[src/rtl/cache_ctrl_2way.sv]
// Sequencing controller for a 2-way set-associative cache.
// Holds valid/tag/dirty/lru metadata, resolves hit or miss, selects the
// victim, runs write-back and fill transactions over a req/ack handshake
// and steers the write strobes of the external data array.
//
// state    | meaning
// ---------+------------------------------------------------------------
// IDLE     | waiting for cpu_req; request fields are latched on accept
// LOOKUP   | one-cycle tag compare on both ways; hit write strobes data
// WRITEBACK| dirty victim goes to memory; mem_wr_req held until mem_ack
// FILL     | line fetched from memory; installed in the mem_ack cycle
// DONE     | one-cycle cpu_ready pulse, then back to IDLE

module cache_ctrl_2way #(
    parameter int TAG_W = 5,
    parameter int SET_W = 1
) (
    input  logic                   clock,
    input  logic                   reset,
    input  logic                   cpu_req,
    input  logic                   cpu_write,
    input  logic [TAG_W+SET_W-1:0] cpu_addr,
    output logic                   cpu_busy,
    output logic                   cpu_ready,
    output logic                   cpu_hit,
    output logic [SET_W-1:0]       line_set,
    output logic                   way_sel,
    output logic                   data_we,
    output logic                   fill_sel,
    output logic                   mem_rd_req,
    output logic                   mem_wr_req,
    output logic [TAG_W+SET_W-1:0] mem_addr,
    input  logic                   mem_ack
);

    localparam int SETS = 2 ** SET_W;
    localparam int AW   = TAG_W + SET_W;

    localparam logic [2:0] S_IDLE      = 3'd0;
    localparam logic [2:0] S_LOOKUP    = 3'd1;
    localparam logic [2:0] S_WRITEBACK = 3'd2;
    localparam logic [2:0] S_FILL      = 3'd3;
    localparam logic [2:0] S_DONE      = 3'd4;

    logic [2:0]       state;
    logic             write_q;
    logic [AW-1:0]    addr_q;
    logic             first_q;
    logic             hit_first_q;
    logic             victim_q;

    logic [1:0]       valid_q [SETS];
    logic [1:0]       dirty_q [SETS];
    logic [SETS-1:0]  lru_q;
    logic [TAG_W-1:0] tag_q   [SETS][2];

    logic [SET_W-1:0] set_idx;
    logic [TAG_W-1:0] tag_l;
    logic [1:0]       hit_w;
    logic             hit_any;
    logic             hit_way;
    logic             victim_c;

    assign set_idx = addr_q[SET_W-1:0];
    assign tag_l   = addr_q[AW-1:SET_W];

    // Tag compare on both ways and victim choice: invalid ways first, then lru.
    always_comb begin
        hit_w[0] = valid_q[set_idx][0] && (tag_q[set_idx][0] == tag_l);
        hit_w[1] = valid_q[set_idx][1] && (tag_q[set_idx][1] == tag_l);
        hit_any  = |hit_w;
        hit_way  = hit_w[1];
        if (!valid_q[set_idx][0]) begin
            victim_c = 1'b0;
        end else if (!valid_q[set_idx][1]) begin
            victim_c = 1'b1;
        end else begin
            victim_c = lru_q[set_idx];
        end
    end

    // Output decode; memory requests depend on state only, so they are stable.
    always_comb begin
        cpu_busy   = (state != S_IDLE);
        cpu_ready  = (state == S_DONE);
        cpu_hit    = (state == S_DONE) && hit_first_q;
        line_set   = set_idx;
        way_sel    = 1'b0;
        data_we    = 1'b0;
        fill_sel   = 1'b0;
        mem_rd_req = 1'b0;
        mem_wr_req = 1'b0;
        mem_addr   = '0;
        case (state)
            S_LOOKUP: begin
                if (hit_any) begin
                    way_sel = hit_way;
                    data_we = write_q;
                end
            end
            S_WRITEBACK: begin
                mem_wr_req = 1'b1;
                mem_addr   = {tag_q[set_idx][victim_q], set_idx};
                way_sel    = victim_q;
            end
            S_FILL: begin
                mem_rd_req = 1'b1;
                mem_addr   = addr_q;
                way_sel    = victim_q;
                if (mem_ack) begin
                    data_we  = 1'b1;
                    fill_sel = 1'b1;
                end
            end
            default: ;
        endcase
    end

    // Controller state and valid/dirty/lru metadata; reset wipes every line.
    always_ff @(posedge clock) begin
        if (reset) begin
            state       <= S_IDLE;
            write_q     <= 1'b0;
            addr_q      <= '0;
            first_q     <= 1'b0;
            hit_first_q <= 1'b0;
            victim_q    <= 1'b0;
            lru_q       <= '0;
            for (int i = 0; i < SETS; i++) begin
                valid_q[i] <= 2'b00;
                dirty_q[i] <= 2'b00;
            end
        end else begin
            case (state)
                S_IDLE: begin
                    if (cpu_req) begin
                        write_q     <= cpu_write;
                        addr_q      <= cpu_addr;
                        hit_first_q <= 1'b0;
                        first_q     <= 1'b1;
                        state       <= S_LOOKUP;
                    end
                end
                S_LOOKUP: begin
                    if (hit_any) begin
                        lru_q[set_idx] <= ~hit_way;
                        if (write_q) begin
                            dirty_q[set_idx][hit_way] <= 1'b1;
                        end
                        hit_first_q <= first_q;
                        state       <= S_DONE;
                    end else begin
                        first_q  <= 1'b0;
                        victim_q <= victim_c;
                        if (valid_q[set_idx][victim_c] && dirty_q[set_idx][victim_c]) begin
                            state <= S_WRITEBACK;
                        end else begin
                            state <= S_FILL;
                        end
                    end
                end
                S_WRITEBACK: begin
                    if (mem_ack) begin
                        dirty_q[set_idx][victim_q] <= 1'b0;
                        state                      <= S_FILL;
                    end
                end
                S_FILL: begin
                    if (mem_ack) begin
                        valid_q[set_idx][victim_q] <= 1'b1;
                        dirty_q[set_idx][victim_q] <= 1'b0;
                        lru_q[set_idx]             <= ~victim_q;
                        state                      <= S_LOOKUP;
                    end
                end
                S_DONE: begin
                    state <= S_IDLE;
                end
                default: begin
                    state <= S_IDLE;
                end
            endcase
        end
    end

    // Tag install on fill; tags carry no reset since valid gates every compare.
    always_ff @(posedge clock) begin
        if (!reset && (state == S_FILL) && mem_ack) begin
            tag_q[set_idx][victim_q] <= tag_l;
        end
    end

endmodule

[config.mk]
export PLATFORM = sky130hd
export DESIGN_NAME = cache_ctrl_2way
export DESIGN_NICKNAME = d
export VERILOG_FILES = /design/src/rtl/cache_ctrl_2way.sv
export SDC_FILE = /design/constraint.sdc
export NUM_CORES = 1
export LEC_CHECK = 0
export BUFFER_PORTS_ARGS = -buffer_cell sky130_fd_sc_hd__buf_4
export CAP_MARGIN = 40
export CELL_PAD_IN_SITES_DETAIL_PLACEMENT = 1
export CELL_PAD_IN_SITES_GLOBAL_PLACEMENT = 1
export CORE_ASPECT_RATIO = 1.25
export CORE_MARGIN = 2
export CORE_UTILIZATION = 42
export CTS_BUF_LIST = sky130_fd_sc_hd__clkbuf_4
export DETAILED_ROUTE_END_ITERATION = 8
export HOLD_SLACK_MARGIN = 0.02
export PLACE_DENSITY = 0.75
export SLEW_MARGIN = 20
export SYNTH_ARGS = -nofsm -noshare
export SYNTH_HDL_FRONTEND = slang
export SYNTH_SLANG_ARGS = --single-unit
[constraint.sdc]
create_clock -name clock -period 2.05 [get_ports clock]
set_input_delay 0.41 -clock clock [delete_from_list [all_inputs] [get_ports clock]]
set_output_delay 0.41 -clock clock [all_outputs]
set_load 0.005 [all_outputs]
# == After elaboration in Yosys (flattened, before gate mapping) ==
# Memory sizes are Yosys's and may differ from the RTL's. A register that Yosys moved wholly into a read port is not among the register bits.
# Index checks and enable logic that the tools add are counted.
# op_classes
add_sub_neg,0
n_mul,0
div,0
magnitude_cmp,9
eq_ne,11
n_shift,0
muxes,75
bitwise,8
n_reduce_logical,25
# ops
operator,n
1-bit 2-to-1 mux,44
5-bit 2-to-1 mux,4
2-bit 2-to-1 mux,9
3-bit 2-to-1 mux,4
3-bit one-hot mux with 4 select lines,1
6-bit one-hot mux with 2 select lines,1
3-bit AND reduction,4
5-bit equality test,2
1-bit logical AND,10
10-bit 2-to-1 mux,1
"2-bit inequality test, second input constant",5
"1-bit by 2-bit < comparator with 1-bit output, second input constant",4
1-bit one-hot mux with 2 select lines,4
2-bit OR reduction,4
"3-bit by 2-bit equality test with 1-bit output, second input constant",2
5-bit demux with 1-bit select,1
2-bit bitwise mux,2
1-bit OR,4
2-bit one-hot mux with 2 select lines,1
2-bit AND reduction,2
2-bit nonzero test,2
1-bit demux with 1-bit select,3
"3-bit by 1-bit equality test with 1-bit output, second input constant",1
"3-bit equality test, second input constant",1
8 further kinds,12
# word_totals
ff_bits,15
latch_bits,0
ram_bits,28
rom_bits,0
inputBits,11
out_inout_bits,15
elab_cells,138
mem_count,3
# mem_list
name,depth,word_bits,rd,rd_clocked_by_memory_dff,write_ports,line,source
tag_q,2,10,1,1,1,55,logic [TAG_W-1:0] tag_q [SETS][2];
dirty_q,2,2,1,1,2,53,logic [1:0] dirty_q [SETS];
valid_q,2,2,1,1,2,52,logic [1:0] valid_q [SETS];

# == Depth between registers and ports, before layout ==
# logic_depth
ltp_word,11
ltp_mapped,9
mapped_depth_nobuf,6

# == Worst setup path before layout ==
# OpenSTA, ideal clock, no wires.
# synth_timing
path_type,reg-to-reg
startpoint,register with a tool-made name
endpoint,memory dirty_q[0][1] (enable)
setup_ns,0.291
arrival_ns,1.830
required_time_ns,1.759
setup_slack_ns,-0.071
path_stages_with_launch,8
path_buffers,1
period_less_slack_ns,2.121
cell_sequence,dfxtp_1 buf_6 nor2b_2 a22oi_1 a2111oi_4 or4b_4 o21ai_2 a21o_1
# synth_lines
item,line
end: declaration,53

==> flow_summary.json <==
{
  "p_leak_nw": 1.30,
  "regToRegSetupSlack_ps": -480,
  "place.gp.congestion": 0.830,
  "io_buffers": 25,
  "clk_latency_ps": 380,
  "final.min_clock_period_ps": 2720,
  "cp_max_fo": 5,
  "hp-class": "primary input to flop",
  "clkPwrFrac_pct": 27.9,
  "multi_input_area_um2": 1360,
  "power_frac_seq_pct": 48.1,
  "synth_area_leaders": "edfxtp_1 (32%), dfxtp_1 (18%), nand2_1 (5.3%)",
  "grt_start_max_net_pins": 27,
  "syn_nets": 232,
  "grt_pass1_wl_mm": 12.2,
  "final_max_slew_viol_count": 0,
  "total_power_mw": 2.11,
  "io_pins": 26,
  "powerDensity_nw_per_um2": 626,
  "top_layer_used": "met4",
  "internal-power_mw": 1.46,
  "fp.dieW_um": 69.6,
  "grt_overflow": 0,
  "drc": 0,
  "status": "finished, violations left",
  "setup_viol": 23,
  "synth_area_um2": 2260,
  "syn2layout_area_growth_pct": 49.1,
  "sw_frac_of_total_pct": 30.7,
  "worstPathRequired_ps": 1640,
  "tightest_slew_ps": 479,
  "die_area_um2": 5980,
  "peakVddDrop_mv": 0.442,
  "grtUsageTotal_pct": 26.8,
  "yosys.area_share.simple_pct": 18.7,
  "hold_viol": 0,
  "finish.net_count": 305,
  "cts_root_buf": "clkbuf_4",
  "synth_xor_area_share_pct": 3.11,
  "ant_nets": 0,
  "start_kind": "flop",
  "first_pass_iters": 4,
  "synth_cell_types": 49,
  "min-delay-start": "cpu_addr[3]",
  "wl_met2_mm": 4.70,
  "cts.hold.buffers_added": 0,
  "cts_buffer_depth": 2,
  "yosys.area.top_type": "edfxtp_1",
  "dp_hpwl_mm": 4.96,
  "muxShareOfSynthArea_pct": 7.54,
  "wire_per_inst_um": 25.2,
  "cts.sinks": 44,
  "period_share_pct": 133,
  "yosysSeqAreaShare_pct": 49.7,
  "drive_above_1_share_pct": 48.5,
  "fin_ws_ps": -672,
  "cp_slowest_stage_delay_ps": 470,
  "slew_headroom_pct": 68.0,
  "placementRows": 29,
  "arrival_ps": 2310,
  "netlist_instances": 221,
  "synth_edf_count": 24,
  "cp-end-kind": "primary output",
  "syn_area_per_cell_um2": 10.2,
  "ys_seq_elements": 44,
  "drt_wl_total_mm": 9.00,
  "synth_compound_area_share_pct": 16.6,
  "synthFlopType": "edfxtp_1",
  "htree_levels": 2,
  "synth-async-reset-ratio_pct": 0,
  "finalClockSkew_ps": 15.6,
  "yosys_warnings": 0,
  "coreArea_um2": 5120,
  "synth_fa_ha_area_share_pct": 0,
  "cts_buffers": 5,
  "yosysTopAreaCellShare_pct": 31.9,
  "worst-setup-path-type": "flop to primary output",
  "design_area_um2": 3360,
  "n_antenna_cell": 0,
  "dr_total_vias": 2125,
  "tritoncts": "yes",
  "nFillCells": 528,
  "vias_per_cell": 5.95,
  "seq_area_um2": 1130,
  "grt_setup_unrepaired": "yes",
  "first_global_vias": 2213,
  "max_clock_freq_ghz": 0.367,
  "power_switching_uw": 647,
  "die_h_um": 85.9,
  "mostFrequentLayoutCell": "buf_4",
  "grt_antenna_before_repair": 0,
  "clk_pin_slew_ps": 150,
  "postPlaceCellArea_um2": 2780,
  "wl_met1_mm": 3.70,
  "reg2regPathDepth": 12,
  "layout_common_cells": "buf_4 (66), nand2_1 (24), edfxtp_1 (24)",
  "start_util_pct": 44.1,
  "path_cells": "buf_12 > and2_4 > a22oi_2 > a2111oi_4 > buf_4 > and2_4 > nand2_2 > o21ai_2 > buf_4",
  "min_path_cells": 3,
  "wl_met3_um": 310,
  "maxCapViolations": 0,
  "slowest_stage": "dfxtp_4",
  "p_comb_share_pct": 24.0,
  "r2r-end": "lru_q[0]",
  "synth_top_family_by_area": "simple AND/OR/NAND/NOR gates",
  "worstHoldEndpoint": "addr_q[3]",
  "drtIter0Drc": 134,
  "violations": "setup timing"
}
## kinds of logic after synthesis
| logic type | Yosys count |
|---|---|
| and+or+nand+nor | 85 |
| xor gates and xnor gates | 8 |
| buffers and inverters | 22 |
| DFF | 44 |
| muxes | 14 |
| AOI/OAI and AO/OA | 48 |
## stage by stage
stage,hold WS (ps),utilization [%],instances,setup TNS (ps),setup WS (ps)
2_1_floorplan,429,-,221,-188,-52.6
3_3_place_gp,454,54.4,332,-1350,-211
3_5_place_dp,469,54.4,332,-2430,-300
4_1_cts,271,60.7,352,-3160,-534
5_1_grt,268,65.8,357,-7600,-711
6_report,268,65.8,357,-6550,-672
## how the worst max path moves through the flow
stage,from,end,slack [ps],cells after the start
after floorplan,flop,dirty_q[0][1],-50,7
after global placement,flop,dirty_q[0][1],-210,6
after detailed placement,flop,dirty_q[0][1],-300,7
after CTS,flop,data_we,-530,8
after global routing,flop,data_we,-710,8
final,flop,way_sel,-670,9
## flip-flops by register name, summed over array words and instances (netlist names), named ones only
| signal | cells |
|---|---|
| write_q | 1 |
| lru_q | 2 |
| tag_q | 20 |
| state | 3 |
| victim_q | 1 |
| valid_q | 4 |
| hit_first_q | 1 |
| addr_q | 6 |
| dirty_q | 4 |
| first_q | 1 |
## final cells by class
class / instances / area share, %
clock buffer: 5 / 1.12
multi-input combinational: 155 / 40.4
tap: 62 / 2.31
sequential: 44 / 33.5
inverter: 8 / 0.893
clock inverter: 3 / 1.41
timing repair buffer: 80 / 20.3
## worst max-delay path: cells and delay by family, from the launching register on
family / cells / cell delay [ps]
buffers and inverters: 3 / 460
AND/OR/NAND/NOR: 3 / 360
flip-flops: 1 / 470
AO/OA/AOI/OAI: 3 / 630
## timing repair
item / in CTS / in global routing
gates resized for setup: 29 / 42
endpoints found under the setup margin: 23 / 25
buffers inserted: 12 / 12
pin swaps: 12 / 27
cloned: 0 / 0
## power by group through the flow
stage	Sequential, mW	Combinational (mW)	Clock (mW)
after global routing	1.02	0.534	0.621
after floorplan	1.01	0.216	0
after detailed placement	1.02	0.362	0
after CTS	1.00	0.408	0.579
after global placement	1.02	0.353	0
final	1.01	0.505	0.588
## cell usage after synthesis, drive strengths merged, types with 3 or more instances
library cell	count
a21o	5
a21oi	11
a221o	3
a31oi	9
and2	8
and3	3
buf	3
clkbuf	11
dfxtp	20
edfxtp	24
inv	8
mux2i	12
nand2	32
nand2b	3
nor2	19
nor3	9
nor4	3
o21ai	5
xnor2	8
## routing by layer
metal	track usage, %	vias to the layer above
met3	4.35	23
li1	-	940
met5	0	-
met4	9.63	0
met2	48.3	72
met1	32.2	1090
Power figures use the tool's default switching activity.
